===== config.mk =====
export PLATFORM = sky130hd
export DESIGN_NAME = spi_slave_port
export DESIGN_NICKNAME = d
export VERILOG_FILES = /design/src/rtl/spi_slave_port.sv
export SDC_FILE = /design/constraint.sdc
export NUM_CORES = 1
export LEC_CHECK = 0
export BUFFER_PORTS_ARGS = -buffer_cell sky130_fd_sc_hd__buf_4
export CORE_MARGIN = 1.5
export CORE_UTILIZATION = 59
export CTS_CLUSTER_SIZE = 14
export DETAILED_ROUTE_END_ITERATION = 12
export PLACE_DENSITY = 0.88
export SLEW_MARGIN = 10
export SYNTH_ARGS = -nofsm -noshare
export SYNTH_HDL_FRONTEND = slang
export SYNTH_SLANG_ARGS = --single-unit

===== constraint.sdc =====
create_clock -name clk -period 5.24 [get_ports clk]
set_input_delay 0.786 -clock clk [delete_from_list [all_inputs] [get_ports clk]]
set_output_delay 0.786 -clock clk [all_outputs]
set_load 0.01 [all_outputs]

===== src/rtl/spi_slave_port.sv =====
// Single-select SPI slave endpoint clocked by clk: one bit per cycle, parallel rx/tx words.
// Build option SPI_SLAVE_ECHO_EN: transmit the last received word instead of tx_data.
module spi_slave_port #(
    parameter int DATA_WIDTH = 16,
    parameter bit LSB_FIRST  = 1'b1
) (
    input  logic                  clk,
    input  logic                  rst,
    input  logic                  cs_in,
    input  logic                  mosi_in,
    output logic                  miso_out,
    input  logic [DATA_WIDTH-1:0] tx_data,
    output logic                  tx_taken,
    output logic [DATA_WIDTH-1:0] rx_data,
    output logic                  rx_valid,
    output logic                  busy,
    output logic                  frame_err
);

    // state | meaning
    // IDLE  | waiting for cs_in; miso_out held low
    // SHIFT | one bit in and one bit out per cycle
    // DONE  | publish rx word (cs_in ignored)
    // HOLD  | wait for cs_in to drop before the next frame
    typedef enum logic [1:0] {IDLE, SHIFT, DONE, HOLD} state_t;

    localparam int IDX_W = (DATA_WIDTH > 1) ? $clog2(DATA_WIDTH) : 1;
    localparam int CNT_W = $clog2(DATA_WIDTH) + 1;
    localparam logic [CNT_W-1:0] LAST_CNT = CNT_W'(DATA_WIDTH - 1);
    localparam logic [IDX_W-1:0] LAST_IDX = IDX_W'(DATA_WIDTH - 1);

    state_t                state, state_nxt;
    logic [CNT_W-1:0]      bit_cnt, bit_cnt_nxt;
    logic [DATA_WIDTH-1:0] tx_shift, tx_shift_nxt;
    logic [DATA_WIDTH-1:0] rx_shift, rx_shift_nxt;
    logic [DATA_WIDTH-1:0] rx_data_nxt;
    logic [DATA_WIDTH-1:0] load_word;
    logic                  miso_nxt, tx_taken_nxt, rx_valid_nxt, busy_nxt, frame_err_nxt;
    logic [IDX_W-1:0]      cur_pos, nxt_pos;

    function automatic logic [IDX_W-1:0] idx(input logic [IDX_W-1:0] n);
        return LSB_FIRST ? n : LAST_IDX - n;
    endfunction

`ifdef SPI_SLAVE_ECHO_EN
    logic unused_tx;
    assign unused_tx = ^tx_data;
    assign load_word = rx_data;
`else
    assign load_word = tx_data;
`endif

    assign cur_pos = idx(bit_cnt[IDX_W-1:0]);
    assign nxt_pos = idx(bit_cnt[IDX_W-1:0] + IDX_W'(1));

    always_comb begin
        state_nxt     = state;
        bit_cnt_nxt   = bit_cnt;
        tx_shift_nxt  = tx_shift;
        rx_shift_nxt  = rx_shift;
        rx_data_nxt   = rx_data;
        miso_nxt      = 1'b0;
        tx_taken_nxt  = 1'b0;
        rx_valid_nxt  = 1'b0;
        busy_nxt      = busy;
        frame_err_nxt = 1'b0;
        case (state)
            IDLE: begin
                if (cs_in) begin
                    tx_shift_nxt = load_word;
                    tx_taken_nxt = 1'b1;
                    busy_nxt     = 1'b1;
                    bit_cnt_nxt  = '0;
                    miso_nxt     = load_word[idx('0)];
                    state_nxt    = SHIFT;
                end
            end
            SHIFT: begin
                if (cs_in) begin
                    rx_shift_nxt[cur_pos] = mosi_in;
                    if (bit_cnt == LAST_CNT) begin
                        bit_cnt_nxt = '0;
                        state_nxt   = DONE;
                    end else begin
                        miso_nxt    = tx_shift[nxt_pos];
                        bit_cnt_nxt = bit_cnt + CNT_W'(1);
                    end
                end else begin
                    // Aborted frame: partial rx_shift is discarded, rx_data stays intact
                    frame_err_nxt = 1'b1;
                    busy_nxt      = 1'b0;
                    bit_cnt_nxt   = '0;
                    state_nxt     = IDLE;
                end
            end
            DONE: begin
                rx_data_nxt  = rx_shift;
                rx_valid_nxt = 1'b1;
                state_nxt    = HOLD;
            end
            HOLD: begin
                if (!cs_in) begin
                    busy_nxt  = 1'b0;
                    state_nxt = IDLE;
                end
            end
            default: state_nxt = IDLE;
        endcase
    end

    always_ff @(posedge clk) begin
        if (rst) begin
            state     <= IDLE;
            bit_cnt   <= '0;
            tx_shift  <= '0;
            rx_shift  <= '0;
            rx_data   <= '0;
            miso_out  <= 1'b0;
            tx_taken  <= 1'b0;
            rx_valid  <= 1'b0;
            busy      <= 1'b0;
            frame_err <= 1'b0;
        end else begin
            state     <= state_nxt;
            bit_cnt   <= bit_cnt_nxt;
            tx_shift  <= tx_shift_nxt;
            rx_shift  <= rx_shift_nxt;
            rx_data   <= rx_data_nxt;
            miso_out  <= miso_nxt;
            tx_taken  <= tx_taken_nxt;
            rx_valid  <= rx_valid_nxt;
            busy      <= busy_nxt;
            frame_err <= frame_err_nxt;
        end
    end

endmodule


-- Word level (Yosys, flattened, before mapping)
Index checks and enable logic that the tools add are counted.
- register bits after elaboration: 60
- input port bits: 20
- output and inout bits: 21
- word-level logic and storage cells: 61
- $add $sub $neg: 2
- order comparisons: 3
- eq/ne operators: 8
- muxes and demuxes: 24
- bitwise gates (word level): 2
- reduce and logical (&&, ||, !) cells: 12
- operators by type and width (operator ; count):
    $bwmux 16 ; 1
    $mux 5 ; 3
    $lt 4x5->1 const B ; 2
    $mux 1 ; 10
    $pmux 5 s2 ; 1
    $mux 2 ; 4
    $pmux 2 s4 ; 1
    $ne 2x2->1 const B ; 3
    $reduce_and 2->1 ; 3
    $reduce_and 3->1 ; 2
    $reduce_or 2->1 ; 3
    $add 5x1->5 const B ; 1
    $eq 5x4->1 const B ; 1
    $add 4x1->4 const B ; 1
    $bmux 1 s4 ; 1
    $demux 1 s4 ; 1
    $eq 2x2->1 const B ; 2
    $ge 4x1->1 const B ; 1
    $pmux 1 s2 ; 2
    $reduce_bool 2->1 ; 2
    $ne 3x3->1 const B ; 1
    $eq 2x1->1 const B ; 1
    $logic_not 2->1 ; 1
    $not 1->1 ; 2
    $logic_and 1x1->1 ; 1

-- Logic depth before layout (Yosys ltp)
- depth in word-level cells: 6
- mapped depth: 7
- depth with buffers taken out: 6

-- Worst setup path before layout
OpenSTA, ideal clock, no wires.
- kind: register -> register
- from: register bit_cnt[0]
- to: register miso_out
- data arrival time: 1.894 ns
- data required time: 5.112 ns
- path slack: 3.218 ns
- cell stages (with the launch flop): 8
- path buffers: 1
- cell sequence: dfxtp_1 > inv_1 > ha_1 > buf_6 > mux4_1 > mux2_2 > nand4b_2 > o221ai_2
- word-level cells in the longest chain between the ends: 6
- ends and longest elaborated chain (element ; line ; source):
    start: declaration ; 33 ; logic [CNT_W-1:0] bit_cnt, bit_cnt_nxt;
    start signal: assignment ; 125 ; bit_cnt <= bit_cnt_nxt;
    $add 4x1->4 ; 54 ; assign nxt_pos = idx(bit_cnt[IDX_W-1:0] + IDX_W'(1));
    $bmux 1 s4 ; 85 ; miso_nxt = tx_shift[nxt_pos];
    $mux 1 (not written as such) ; 85 ;
    $mux 1 * ; 81 ; if (bit_cnt == LAST_CNT) begin
    $mux 1 * ; 79 ; if (cs_in) begin
    $pmux 1 s2 * ; 67 ; case (state)
    end signal: assignment ; 129 ; miso_out <= miso_nxt;
    end: declaration ; 11 ; output logic miso_out,
Every way passes the cells marked *; elsewhere a longest branch is shown, timed or not. The select of a mux whose other input is x is not followed.
A chain may end at the register's enable or synchronous reset.

-- Worst setup path after layout
Same ends and word-level chain as after synthesis.

==> flow_summary.yaml <==
place:
  numPortBuffers: 40
  dp_hpwl_um: 3130
  finalWeightedCongestion: 0.744
synth:
  seq_area_frac_synth_pct: 47.8
  yosysUniqueCellTypes: 33
  synth_top_area_share_pct: 47.8
  synth_seq_cells: 60
  synthCells: 282
  yosys.area.top_type: "dfxtp_1"
  synth.area.top_cells: "dfxtp_1 (48%), nand2_1 (9.7%), a21oi_1 (7.4%)"
  syn_area_sq_um: 2510
  synth_area_per_cell_sq_um: 8.91
  ys.warnings.count: 0
  syn_nets: 306
route:
  drc: 0
  first_iter_violations: 206
  wl_um: 5040
  antenna_left: 0
  via_per_inst: 5.55
  first_pass_iters: 5
  dr_total_vias: 2020
  wire_per_inst_um: 13.8
cells_and_area:
  multi_input_area_sq_um: 1180
  finish.utilization_pct: 72.8
  layout_commonest_cell: "nand2_1"
  fin_nets: 333
  ff_latch_area_sq_um: 1200
  final_cell_mix: "nand2_1 (65), dfxtp_1 (60), buf_4 (40), a21oi_1 (37), nor2_1 (26)"
  drive_above_1_share_pct: 19.7
  diodes: 0
  fillers: 306
  syn_to_final_growth_pct: 17.6
power_and_ir_drop:
  internal-power_mw: 0.734
  p_comb_share_pct: 6.1
  seqPwrFrac_pct: 49.5
  powerDensity_nw_per_um2: 323
  power.share.switching_pct: 23.2
  switchingPower_mw: 0.221
  ir_worst_vdd_v: 0.000282
  pwr-share-clk_pct: 44.4
  p_leak_nw: 1.26
grt:
  grt_overflow: 0
  grt_max_degree: 62
  antenna_found_initial: 0
  track_usage_pct: 24.3
  grt_pass1_wl_um: 8190
  grt_pass1_vias: 1815
floorplanning:
  die_area_sq_um: 4660
  coreArea_sq_um: 4060
  die_y_um: 68.3
  pin_count: 41
  initial_core_util_pct: 61.9
  die_x_um: 68.3
  rows: 23
cts:
  cts_root_buf: "clkbuf_8"
  holdBufCountCts: 0
  cts_tree: "done"
  cts_buffers: 9
  post_cts_buffers: 0
  worstSkewPairLatency_ps: 350
  h-tree-depth: 3
  cts_buffer_depth: 2
  clk_pin_slew_worst_paths_ps: 70
  cts-resized-gates: 0
  clkSinkCount: 60
timing:
  fin_skew_ps: 8.44
  fmaxAchievable_mhz: 440
  setup_viol: 0
  slew_viol_final: 0
  grt_setup_unrepaired: "false"
  final.period_utilization_pct: 43.4
  fin_crit_ps: 2270
  finalHoldViolCount: 0
  worstMarginPinSlew_ps: 1100
  fin_setup_tns_ps: 0
  slew_headroom_pct: 26.7
hold_path:
  hp-class: "flip-flop to flip-flop"
critical_path:
  crit_fanout: 8
  cp-end-kind: "flip-flop"
  critPathLaunchType: "flip-flop"
  path_class: "flip-flop to flip-flop"
  crit_required_ps: 5470
  worstPathArrival_ps: 2500
flow_run:
  cap_violations: 0
status:
  status: "finished, final reports clean"
through the flow:
step	hold WS, ps	instances	power [mW]	instance area, sq um	setup WS [ps]
after floorplan	431	282	0.520	2510	3220
after global placement	442	348	0.538	2750	3120
after detailed placement	446	348	0.540	2750	2950
after CTS	454	364	0.952	2950	2960
after global routing	474	364	0.981	2950	2890
final	452	364	0.955	2950	2970
cells by family (layout without fill, tap and decap cells):
group / Yosys count / in the layout / share of synthesized area (%)
AND/OR/NAND/NOR: 124 / 124 / 23.3
adder cells (fa/ha/maj): 4 / 4 / 1.99
XOR/XNOR: 2 / 2 / 0.697
buffers and inverters: 27 / 59 / 5.33
multiplexers: 22 / 22 / 11.4
flip-flops: 60 / 60 / 47.8
AO/OA/AOI/OAI: 43 / 43 / 9.46
cell usage after synthesis, drive strengths merged:
library cell and n:
nand4b 9, ha 4, a211oi 2, or3b 1, mux4 4, nor3 3, clkbuf 11, nand3 7
and3b 1, inv 3, nand4 3, nor2b 2, a22oi 2, mux2 1, nor2 27, nand3b 1
o221ai 1, o21bai 1, buf 13, dfxtp 60, nor3b 2, nand2 65, xor2 1, mux2i 17
a21oi 37, and4b 1, nand2b 2, xnor2 1
final timing paths:
kind                     start           end  cells past startpoint  slack (ps)
setup / recovery    bit_cnt[0]      miso_out                      6        2970
hold / removal    tx_shift[12]  tx_shift[12]                      2         450
setup reg to reg    bit_cnt[0]      miso_out                      6        2970
hold reg to reg   tx_shift[12]  tx_shift[12]                      2         450
critical path: stages, from the launching register on:
cell and delay, ps:
dfxtp_1 490, inv_1 150, ha_1 440, mux4_1 600, mux2_2 290, nand4b_2 100
o221ai_2 80
per-layer routing:
layer | wire, um | track usage (%) | vias to the layer above | share of wire [%]
li1 | - | - | 1015 | -
met1 | 2280 | 30.0 | 935 | 45
met2 | 2320 | 37.4 | 56 | 46
met3 | 262 | 8.22 | 14 | 5.2
met4 | 171 | 12.5 | 0 | 3.4
met5 | 0 | 0 | - | 0
state kept, by name (all words and copies together) (netlist names), named ones only:
name	flops
rx_data	16
rx_shift	16
tx_shift	16
bit_cnt	5
busy	1
frame_err	1
miso_out	1
rx_valid	1
state	1
tx_taken	1
cell type report:
cell class / instances / share of cell area, %
repair buffers: 40 / 10.2
inverters: 3 / 0.381
clock buffers: 11 / 5.12
flip-flops and latches: 60 / 40.7
clock inverters: 5 / 1.69
multi-input cells: 195 / 39.9
well taps: 50 / 2.12
power groups by stage:
| stage | Sequential (mW) | Combinational, mW | Clock [mW] |
|---|---|---|---|
| floorplan | 0.481 | 0.0393 | 0 |
| global placement | 0.483 | 0.0552 | 0 |
| detailed placement | 0.483 | 0.0574 | 0 |
| CTS | 0.473 | 0.0582 | 0.421 |
| global route | 0.474 | 0.0638 | 0.443 |
| finish | 0.473 | 0.0580 | 0.424 |
No activity file was read; power rests on OpenSTA's default activity.
